[src/rtl/pulse_period_meter_pkg.sv]
// Shared constants for the pulse period meter: speed codes, rate constants,
// default decode thresholds, FSM state encoding and the period decoder.
package pulse_period_meter_pkg;

   localparam int unsigned WIDTH_DEFAULT = 28;

   localparam logic [1:0] SPD_FAST     = 2'b00;
   localparam logic [1:0] SPD_MED_FAST = 2'b01;
   localparam logic [1:0] SPD_MED_SLOW = 2'b10;
   localparam logic [1:0] SPD_SLOW     = 2'b11;

   // Divider periods used by the rate-select mux, one per speed code
   localparam int unsigned RATE_FAST     = 12_500_000;
   localparam int unsigned RATE_MED_FAST = 50_000_000;
   localparam int unsigned RATE_MED_SLOW = 100_000_000;
   localparam int unsigned RATE_SLOW     = 200_000_000;

   localparam int unsigned THR_01_DEFAULT = 25_000_000;
   localparam int unsigned THR_10_DEFAULT = 75_000_000;
   localparam int unsigned THR_11_DEFAULT = 150_000_000;

   typedef enum logic {
      IDLE    = 1'b0,
      MEASURE = 1'b1
   } state_e;

   // Map a measured period onto the speed code that would have produced it
   function automatic logic [1:0] decode_speed(input logic [31:0] p,
                                               input logic [31:0] thr_01,
                                               input logic [31:0] thr_10,
                                               input logic [31:0] thr_11);
      logic [1:0] code;
      if (p < thr_01)      code = SPD_FAST;
      else if (p < thr_10) code = SPD_MED_FAST;
      else if (p < thr_11) code = SPD_MED_SLOW;
      else                 code = SPD_SLOW;
      return code;
   endfunction

endpackage

[src/rtl/pulse_period_meter_if.sv]
// Pulse input/enable and measurement result bundle of the pulse period meter.
interface pulse_period_meter_if #(
   parameter int unsigned WIDTH = 28
);
   logic             enable;
   logic             pulse_in;
   logic [WIDTH-1:0] period;
   logic [1:0]       speed_code;
   logic             valid;
   logic             overflow;
   logic             busy;

   modport master (
      input  enable, pulse_in,
      output period, speed_code, valid, overflow, busy
   );

   modport slave (
      output enable, pulse_in,
      input  period, speed_code, valid, overflow, busy
   );
endinterface

[src/rtl/pulse_period_meter_rise_detect.sv]
// One-bit rising-edge detector; the previous-level register is the only state.
module rise_detect (
   input  logic clock,
   input  logic reset,
   input  logic sig,
   output logic rise_c
);
   logic prev;

   always_ff @(posedge clock) begin
      if (reset) prev <= 1'b0;
      else       prev <= sig;
   end

   assign rise_c = sig & ~prev;
endmodule

[src/rtl/pulse_period_meter.sv]
// Measures clocks between consecutive rising edges of pulse_in and decodes the
// period into a 2-bit speed code; a saturated count reports a timeout.
module pulse_period_meter
   import pulse_period_meter_pkg::*;
#(
   parameter int unsigned WIDTH      = WIDTH_DEFAULT,
   parameter int unsigned MAX_PERIOD = (2 ** WIDTH) - 1,
   parameter int unsigned THR_01     = THR_01_DEFAULT,
   parameter int unsigned THR_10     = THR_10_DEFAULT,
   parameter int unsigned THR_11     = THR_11_DEFAULT
) (
   input  logic                 clock,
   input  logic                 reset,
   pulse_period_meter_if.master bus
);
   localparam logic [WIDTH-1:0] CNT_MAX = WIDTH'(MAX_PERIOD);
   localparam logic [WIDTH-1:0] CNT_ONE = WIDTH'(1);

   state_e           state_q, state_d;
   logic [WIDTH-1:0] cnt_q, cnt_d;
   logic [WIDTH-1:0] period_q, period_d;
   logic [1:0]       code_q, code_d;
   logic             valid_q, valid_d;
   logic             ovf_q, ovf_d;
   logic             busy_q, busy_d;
   logic             rise_c;

   rise_detect u_rise_detect (
      .clock  (clock),
      .reset  (reset),
      .sig    (bus.pulse_in),
      .rise_c (rise_c)
   );

   always_ff @(posedge clock) begin
      if (reset) begin
         state_q  <= IDLE;
         cnt_q    <= '0;
         period_q <= '0;
         code_q   <= SPD_FAST;
         valid_q  <= 1'b0;
         ovf_q    <= 1'b0;
         busy_q   <= 1'b0;
      end else begin
         state_q  <= state_d;
         cnt_q    <= cnt_d;
         period_q <= period_d;
         code_q   <= code_d;
         valid_q  <= valid_d;
         ovf_q    <= ovf_d;
         busy_q   <= busy_d;
      end
   end

   // Next state and next result; a rise takes priority over saturation
   always_comb begin
      state_d  = state_q;
      cnt_d    = cnt_q;
      period_d = period_q;
      code_d   = code_q;
      valid_d  = 1'b0;
      ovf_d    = ovf_q;

      if (!bus.enable) begin
         state_d = IDLE;
         cnt_d   = '0;
      end else begin
         unique case (state_q)
            IDLE: begin
               if (rise_c) begin
                  state_d = MEASURE;
                  cnt_d   = CNT_ONE;
               end
            end
            MEASURE: begin
               if (rise_c) begin
                  period_d = cnt_q;
                  code_d   = decode_speed(32'(cnt_q), THR_01, THR_10, THR_11);
                  ovf_d    = 1'b0;
                  valid_d  = 1'b1;
                  cnt_d    = CNT_ONE;
               end else if (cnt_q == CNT_MAX) begin
                  period_d = CNT_MAX;
                  code_d   = SPD_SLOW;
                  ovf_d    = 1'b1;
                  valid_d  = 1'b1;
                  cnt_d    = '0;
                  state_d  = IDLE;
               end else begin
                  cnt_d = cnt_q + CNT_ONE;
               end
            end
            default: begin
               state_d = IDLE;
               cnt_d   = '0;
            end
         endcase
      end

      busy_d = (state_d == MEASURE);
   end

   assign bus.period     = period_q;
   assign bus.speed_code = code_q;
   assign bus.valid      = valid_q;
   assign bus.overflow   = ovf_q;
   assign bus.busy       = busy_q;
endmodule

[src/flat_wrapper.sv]
// flat-port wrapper written by rule: the top's interface ports become plain ports
module pulse_period_meter_flat import pulse_period_meter_pkg::*;
#(
   parameter int unsigned WIDTH      = WIDTH_DEFAULT,
   parameter int unsigned MAX_PERIOD = (2 ** WIDTH) - 1,
   parameter int unsigned THR_01     = THR_01_DEFAULT,
   parameter int unsigned THR_10     = THR_10_DEFAULT,
   parameter int unsigned THR_11     = THR_11_DEFAULT
)
  (clock, reset, bus_enable, bus_pulse_in, bus_period, bus_speed_code, bus_valid, bus_overflow, bus_busy);
  pulse_period_meter_if #(.WIDTH(WIDTH)) bus_i ();
  input  logic clock;
  input  logic reset;
  input wire logic [$bits(bus_i.enable)-1:0] bus_enable;
  input wire logic [$bits(bus_i.pulse_in)-1:0] bus_pulse_in;
  output wire logic [$bits(bus_i.period)-1:0] bus_period;
  output wire logic [$bits(bus_i.speed_code)-1:0] bus_speed_code;
  output wire logic [$bits(bus_i.valid)-1:0] bus_valid;
  output wire logic [$bits(bus_i.overflow)-1:0] bus_overflow;
  output wire logic [$bits(bus_i.busy)-1:0] bus_busy;
  assign bus_i.enable = bus_enable;
  assign bus_i.pulse_in = bus_pulse_in;
  assign bus_period = bus_i.period;
  assign bus_speed_code = bus_i.speed_code;
  assign bus_valid = bus_i.valid;
  assign bus_overflow = bus_i.overflow;
  assign bus_busy = bus_i.busy;
  pulse_period_meter #(.WIDTH(WIDTH), .MAX_PERIOD(MAX_PERIOD), .THR_01(THR_01), .THR_10(THR_10), .THR_11(THR_11)) u_core (.clock(clock), .reset(reset), .bus(bus_i));
endmodule
[config.mk]
export PLATFORM = sky130hd
export DESIGN_NAME = pulse_period_meter_flat
export DESIGN_NICKNAME = d
export VERILOG_FILES = /design/src/rtl/pulse_period_meter_pkg.sv /design/src/rtl/pulse_period_meter_if.sv /design/src/rtl/pulse_period_meter_rise_detect.sv /design/src/rtl/pulse_period_meter.sv /design/src/flat_wrapper.sv
export SDC_FILE = /design/constraint.sdc
export NUM_CORES = 1
export LEC_CHECK = 0
export BUFFER_PORTS_ARGS = -buffer_cell sky130_fd_sc_hd__buf_4
export CAP_MARGIN = 20
export CORE_MARGIN = 4
export CORE_UTILIZATION = 25
export DETAILED_ROUTE_END_ITERATION = 8
export GPL_TIMING_DRIVEN = 1
export PLACE_DENSITY = 0.44
export SETUP_SLACK_MARGIN = 0.15
export SLEW_MARGIN = 10
export SYNTH_ARGS = -nofsm -noshare
export SYNTH_HDL_FRONTEND = slang
export SYNTH_HIERARCHICAL = 1
export SYNTH_SLANG_ARGS = --single-unit
[constraint.sdc]
create_clock -name clock -period 1.8 [get_ports clock]
set_input_delay 0.36 -clock clock [delete_from_list [all_inputs] [get_ports clock]]
set_output_delay 0.36 -clock clock [all_outputs]
set_load 0.05 [all_outputs]
After elaboration in Yosys (flattened, before gate mapping)
Index checks and enable logic that the tools add are counted.

storage, ports and cells
  register bits after elaboration = 62
  output and inout bits = 33
  logic and storage cells = 40

cells by class
  $add $sub $neg = 1
  $lt $le $gt $ge = 3
  eq/ne operators = 2
  multiplexer cells = 19
  bitwise operators = 4
  reductions and logical operators = 4

operator list
  operator                                                                         number
  28-bit 2-to-1 mux                                                                5
  28-bit case mux with 2 select lines                                              1
  28-bit by 1-bit adder with 28-bit output (second input constant)                 1
  28-bit == test (second input constant)                                           1
  28-bit by 25-bit less-than comparator with 1-bit output (second input constant)  1
  28-bit by 27-bit less-than comparator with 1-bit output (second input constant)  1
  28-bit less-than comparator (second input constant)                              1
  1-bit 2-to-1 mux                                                                 8
  2-bit 2-to-1 mux                                                                 4
  1-bit inverter                                                                   3
  3-bit AND reduction                                                              1
  3-bit OR reduction                                                               1
  2-bit by 1-bit inequality test with 1-bit output (second input constant)         1
  1-bit case mux with 2 select lines                                               1
  2-bit nonzero test                                                               1
  2-bit OR reduction                                                               1
  1-bit bitwise AND                                                                1

Longest topological paths before layout
Gate-level depths: netlist of run 1.

  depth after elaboration = 5
  depth in mapped cells = 7
  gate-level depth less buffers = 6

By module
Netlist of run 1, hierarchy kept.

by module, submodules not included
  module              instances  cells an instance  area an instance (µm²)
  pulse_period_meter  1          351                3,036.7
  rise_detect         1          3                  47.5

Worst setup path before layout of run 1
OpenSTA, ideal clock, no wires.

  path type = register to register
  start point = reg u_core/bus.busy (netlist name)
  end point = reg u_core.cnt_q[20]
  library setup time = 0.128 ns
  arrival = 1.687 ns
  required time = 1.672 ns
  setup slack = -0.015 ns
  cell stages (with the launch flop) = 7
  buffers on the path = 1
  period minus slack after synthesis = 1.815 ns
  path through = dfxtp_1 > clkbuf_1 > inv_1 > nor3_1 > and4_1 > xnor2_1 > nor2_1

RTL lines
  element               line                      RTL
  to (signal assigned)  pulse_period_meter.sv:46  cnt_q <= cnt_d;
  to (decl)             pulse_period_meter.sv:20  logic [WIDTH-1:0] cnt_q, cnt_d;

Worst setup path after layout of run 1
  start point = reg u_core.cnt_q[20]
  end point = reg u_core.period_q[12], in the netlist u_core/bus.period[12]

between the ends
  cells in the longest elaborated chain, start to end = 3

RTL lines
  element                        line                      RTL
  28-bit == test                 pulse_period_meter.sv:82  end else if (cnt_q == CNT_MAX) begin
  2-bit nonzero test (no line)   n/a
  3-bit AND reduction (no line)  n/a
  to (signal assigned)           pulse_period_meter.sv:47  period_q <= period_d;
  to (decl)                      pulse_period_meter.sv:21  logic [WIDTH-1:0] period_q, period_d;

No other way between the ends.
A chain may end at the register's enable or synchronous reset.

==> results.yml, run 1 <==
detailed_routing:
  routed.top_layer: "met4"
  drc: 0
  route.met3.wl_microns: 324
  drtIter0Drc: 164
  viasPerCell: 4.78
  wl_per_cell_microns: 15.1
  met2_length_microns: 4440
  first_pass_iters: 5
  ant_nets: 0
  wl_met1_microns: 4450
  drt-total-wl_microns: 9370
  vias: 2961
finish:
  final_cell_mix: "buf_4 (98), dfxtp_1 (44), nor2_1 (42), inv_1 (34), nand3_1 (24)"
  antenna_cells: 0
  final_nets: 451
  num-fill-cells: 1259
  final_util: 0.373
  drive_above_1_share: 0.417
  layout_commonest_cell: "buf_4"
  areaGrowthSynthToFinish_pct: 46.0
sta:
  slew_viol_final: 0
  fin_skew_ns: 0.00804
  max_slew.worst_pin.slew_ns: 0.514
  hold_violations: 0
  fin_tns_setup_ns: 0
  slew_headroom: 0.657
  fmax_ghz: 0.569
  finalCritPeriodShare: 0.976
  rsz0062_at_grt: "true"
  setup_slack_ns: 0.0424
  period_minus_slack_ns: 1.76
  finalSetupViolCount: 0
yosys:
  synthTopCellsByArea: "dfxtp_1 (40%), a211oi_2 (6.9%), nor2_1 (5.2%)"
  netlist_instances: 354
  ys_warn_count: 6
  ys_seq_area_frac: 0.402
  synth_cell_types: 54
  ys_ff_latch: 62
  syn_area_per_cell_sq_um: 8.71
  syn-cell-area_sq_um: 3080
  postSynthNetCount: 359
  synth_area_leader_cell: "dfxtp_1"
  synth_top_area_share: 0.402
clock_network:
  ctsHoldBuffers: 0
  root_buffer: "clkbuf_16"
  cts_buffers: 9
  clk_latency_ns: 0.33
  cts_buffer_depth: 2
  clock-sinks: 62
  clk_pin_slew_ns: 0.05
  htree_levels: 3
  cts_tree: "built"
power_and_ir_drop:
  p_switching_w: 0.000763
  ir_worst_vdd_mv: 0.382
  switching_share: 0.233
  p_comb_frac: 0.061
  pwr-share-clk: 0.514
  p_seq_frac: 0.425
  p_leak_nw: 1.79
  p_int_w: 0.00252
  power_density_nw_per_um2: 728
setup_path:
  required_ns: 2.05
  worstRegToRegCells: 6
  r2r_start: "u_core/cnt_q[20]$_SDFFE_PP0P_"
  path_max_fanout: 7
  crit_type: "reg2reg"
  critPathCapture: "u_core/bus.period[12]$_SDFFE_PP0P_"
  cp-start-kind: "flop"
  path_cells: "nand3_4 > nor4_4 > and4_4 > o21ai_4 > clkbuf_16 > a211oi_1"
  crit_slowest_cell: "dfxtp_2"
  critPathArrivalTime_ns: 2.00
  r2r_setup_slack_ns: 0.04
  max_stage_delay_ns: 0.34
  setup.worst_path.start: "u_core/cnt_q[20]$_SDFFE_PP0P_"
  cp-end-kind: "flop"
  r2r_end: "u_core/bus.period[12]$_SDFFE_PP0P_"
global_routing:
  antenna_found_initial: 0
  grt-ovfl-total: 0
  grt_max_degree: 34
  grt_pass1_vias: 2802
  track_usage: 0.128
  grt_pass1_wl_microns: 14500
floorplan:
  row_count: 40
  dieArea_sq_um: 14200
  ioPinCount: 37
  core_sq_um: 12100
  fp.dieW_microns: 119
  start_util: 0.256
  die-height_microns: 119
hold_path:
  hp-class: "in2reg"
flow_run:
  drv_cap: 0
place:
  dp_hpwl_microns: 6480
  post-place-ws_ns: 0.0512
  place_congestion: 0.837
  port-buffer-count: 36
status:
  status: "finished clean"
## Yosys cell counts, drive strengths merged
library cell  number
mux2i              1
clkbuf            15
a31o               1
xnor2              4
o31a               1
nor4b              1
xor2               8
nand2             11
a211o              1
nor2              44
or3                6
nor3              12
and3               6
a2111oi            1
o31ai              5
ha                 1
and4               3
nor2b              4
o311a              1
and4b              1
a221oi             5
and2               2
a21oi             10
dfxtp             62
inv               36
buf               12
nor4               5
o311ai             1
nand3             27
o211ai             1
nand4b             1
o21ai             12
nand3b             1
o21a               1
nand4             16
o2111ai            1
nand2b             1
or4                3
a41oi              4
a211oi            26
## timing repair
| action | in CTS | in global routing |
|---|---|---|
| buffers inserted | 0 | 13 |
| endpoints found under the setup margin | 45 | 39 |
| pin swaps | 4 | 33 |
| resized for setup | 10 | 30 |
| cloned | 0 | 2 |
## stage by stage
step / area (sq um) / total power [W] / std cells / hold slack [ns]
CTS: 4240 / 0.00332 / 604 / 0.255
finish: 4500 / 0.00328 / 619 / 0.262
global route: 4500 / 0.00339 / 619 / 0.259
floorplan: 3130 / 0.00155 / 354 / 0.424
global placement: 3930 / 0.00162 / 588 / 0.444
detailed placement: 3930 / 0.00162 / 588 / 0.448
## worst max-delay path: cells and delay by family, from the launching register on
family	cells	cell delay [ns]
flops	1	0.34
simple gates	3	0.76
buf+inv	1	0.21
compound gates	2	0.36
## routing by layer
layer,GRT usage,up-vias
met2,0.209,61
met1,0.167,1443
met5,0,-
met4,0.0434,0
li1,-,1447
met3,0.0261,10
## worst min path at each step
stage,start,endpoint,slack [ns],cells past startpoint
final,bus_pulse_in,u_core/u_rise_detect/prev$_SDFF_PP0_,0.26,2
after global routing,bus_pulse_in,u_core/u_rise_detect/prev$_SDFF_PP0_,0.26,2
after CTS,bus_pulse_in,u_core/u_rise_detect/prev$_SDFF_PP0_,0.26,2
after detailed placement,u_core/bus.period[19]$_SDFFE_PP0P_,u_core/bus.period[19]$_SDFFE_PP0P_,0.45,2
after global placement,u_core/bus.period[11]$_SDFFE_PP0P_,u_core/bus.period[11]$_SDFFE_PP0P_,0.44,2
after floorplan,reset,u_core/u_rise_detect/prev$_SDFF_PP0_,0.42,1
## kinds of logic (layout without fill, tap and decap cells)
logic type / count (synthesis) / in the layout / share of synthesized area
mux: 1 / 1 / 0.00325
fa+ha+maj: 1 / 1 / 0.00406
flops: 62 / 62 / 0.402
buf+inv: 63 / 160 / 0.0888
simple gates: 144 / 144 / 0.266
compound gates: 71 / 71 / 0.201
xor+xnor: 12 / 12 / 0.0341
## sequential cells by signal, summed over array words and instances (netlist names)
register,cells
u_core/bus.overflow,1
u_core/bus.busy,1
u_core/bus.valid,1
u_core/u_rise_detect/prev,1
u_core/bus.speed_code,2
u_core/cnt_q,28
u_core/bus.period,28
## cell type report
type                            instances  area [sq um]  share of cell area
Timing Repair Buffer                  108           920               0.204
Sequential cell                        62          1270               0.283
Clock buffer                           11           233              0.0517
Multi-Input combinational cell        229          1680               0.373
Clock inverter                          5          50.0              0.0111
Inverter                               36           138              0.0306
Tap cell                              168           210              0.0467
## power by group through the flow
stage / registers, W / logic (W) / clock network (W)
2_1_floorplan: 0.00148 / 0.0000752 / 0
3_3_place_gp: 0.00143 / 0.000191 / 0
3_5_place_dp: 0.00143 / 0.000192 / 0
4_1_cts: 0.00140 / 0.000192 / 0.00173
5_1_grt: 0.00140 / 0.000213 / 0.00178
6_report: 0.00139 / 0.000199 / 0.00168
(Power assumes the default switching activity.)
==> run 2: changes to the inputs <==
--- a/config.mk
+++ b/config.mk
@@ -11,7 +11,8 @@
 export CORE_UTILIZATION = 25
 export DETAILED_ROUTE_END_ITERATION = 8
 export GPL_TIMING_DRIVEN = 1
-export PLACE_DENSITY = 0.44
+export PLACE_DENSITY_LB_ADDON = 0.05
+export REMOVE_ABC_BUFFERS = 1
 export SETUP_SLACK_MARGIN = 0.15
 export SLEW_MARGIN = 10
 export SYNTH_ARGS = -nofsm -noshare
==> results.yml, run 2 (synthesized netlist as in run 1, its figures left out) <==
finish:
  antenna_cells: 0
  fin_cells: 629
  final_cell_mix: "buf_4 (102), dfxtp_1 (44), nor2_1 (43), inv_1 (35)"
  final_util: 0.378
  final_nets: 462
  stdcell_area_sq_um: 4560
  layout_commonest_cell: "buf_4"
  areaGrowthSynthToFinish_pct: 47.8
  drive_above_1_share: 0.436
setup_path:
  r2r_start: "u_core/cnt_q[20]$_SDFFE_PP0P_"
  cp-end-kind: "flop"
  required_ns: 2.05
  cp-start-kind: "flop"
  path_cells: "nand3_4 > nor4_4 > and4_4 > o21ai_4 > buf_6 > a211oi_1"
  critPathArrivalTime_ns: 2.03
  crit_type: "reg2reg"
  setup.worst_path.start: "u_core/cnt_q[20]$_SDFFE_PP0P_"
  crit_slowest_cell: "nor4_4"
  path_max_fanout: 7
  max_stage_delay_ns: 0.38
  worstRegToRegCells: 6
sta:
  hold_violations: 0
  fin_skew_ns: 0.00598
  period_minus_slack_ns: 1.78
  slew_headroom: 0.625
  finalCritPeriodShare: 0.987
  rsz0062_at_grt: "true"
  finalSetupViolCount: 0
  fmax_ghz: 0.563
  slew_viol_final: 0
  max_slew.worst_pin.slew_ns: 0.562
place:
  port-buffer-count: 36
  place_congestion: 0.778
  dp_cells: 599
  dp_hpwl_microns: 6860
  place_area_sq_um: 3950
global_routing:
  grt_pass1_vias: 2834
  grt_pass1_wl_microns: 15500
  grt-ovfl-total: 0
  grt_max_degree: 34
  track_usage: 0.141
  antenna_found_initial: 0
detailed_routing:
  viasPerCell: 4.67
  vias: 2936
  drt-total-wl_microns: 9870
  ant_nets: 0
  drtIter0Drc: 115
  drc: 0
  first_pass_iters: 4
  wl_per_cell_microns: 15.7
power_and_ir_drop:
  ir_worst_vdd_mv: 0.262
  power_density_nw_per_um2: 703
  p_leak_nw: 1.79
clock_network:
  cts_buffers: 9
  ctsHoldBuffers: 0
  root_buffer: "clkbuf_16"
  clock-sinks: 62
  htree_levels: 3
  cts_tree: "built"
  clk_latency_ns: 0.34
  clk_pin_slew_ns: 0.05
  cts_buffer_depth: 2
flow_run:
  drv_cap: 0
floorplan:
  ioPinCount: 37
  die-height_microns: 119
  core_sq_um: 12100
  dieArea_sq_um: 14200
  row_count: 40
  fp.dieW_microns: 119
  start_util: 0.256
hold_path:
  min_from: "bus_pulse_in"
  whs_path_depth: 2
  hp-class: "in2reg"
status:
  status: "finished clean"
-- run 2: cell count changes in the layout (fill, tap and decap cells not counted), sizes merged --
| cell | previous run | this run |
|---|---|---|
| buf | 106 | 117 |
| bufinv | 1 | 0 |
| clkinv | 4 | 1 |
| clkbuf | 13 | 15 |
| o21ai | 12 | 13 |
-- run 2: metal layers --
layer / routed length [microns] / vias to the layer above / track usage
li1: - / 1471 / -
met1: 4850 / 1411 / 0.187
met2: 4540 / 47 / 0.214
met3: 371 / 7 / 0.0399
met4: 102 / 0 / 0.0565
met5: 0 / - / 0
-- run 2: per-stage QoR --
step                power [W]  worst slack (ns)  TNS (ns)  hold WS, ns
floorplan             0.00153            -0.293     -7.28        0.424
global placement      0.00163           0.00419         0        0.444
detailed placement    0.00163           -0.0480    -0.150        0.447
CTS                   0.00326           0.00413         0        0.234
global route          0.00335           -0.0814     -1.05        0.233
finish                0.00321            0.0235         0        0.246
-- run 2: final cells by class --
cell class	count	area, sq um
clock buffers	14	264
clock inverters	1	5.00
fillers	1270	7500
inverters	36	135
multi-input cells	230	1700
flip-flops and latches	62	1260
well taps	168	210
repair buffers	118	977
-- run 2: timing repair --
item | in CTS | in global routing
buffers inserted | 9 | 4
pin swaps | 16 | 40
endpoints found under the setup margin | 50 | 53
gates cloned | 0 | 2
resized for setup | 23 | 33
-- run 2: power breakdown --
group	switching, W	internal (W)	leakage (nW)
clock network	0.000601	0.000997	0.133
registers	0.00000936	0.00139	0.510
logic	0.000138	0.0000702	1.15
total	0.000749	0.00246	1.79
-- run 2: path summary, 6_finish.rpt --
| path | to | slack (ns) |
|---|---|---|
| worst max-delay path | u_core/bus.period[13]$_SDFFE_PP0P_ | 0.02 |
| worst max register to register | u_core/bus.period[13]$_SDFFE_PP0P_ | 0.02 |
| worst min register to register | u_core/bus.period[13]$_SDFFE_PP0P_ | 0.45 |
| worst min-delay path | u_core/u_rise_detect/prev$_SDFF_PP0_ | 0.25 |
-- run 2: critical path, delay by kind of cell (launching register included) --
| family | cells | cell delay [ns] |
|---|---|---|
| simple gates | 3 | 0.82 |
| buf+inv | 1 | 0.18 |
| flops | 1 | 0.35 |
| compound gates | 2 | 0.34 |
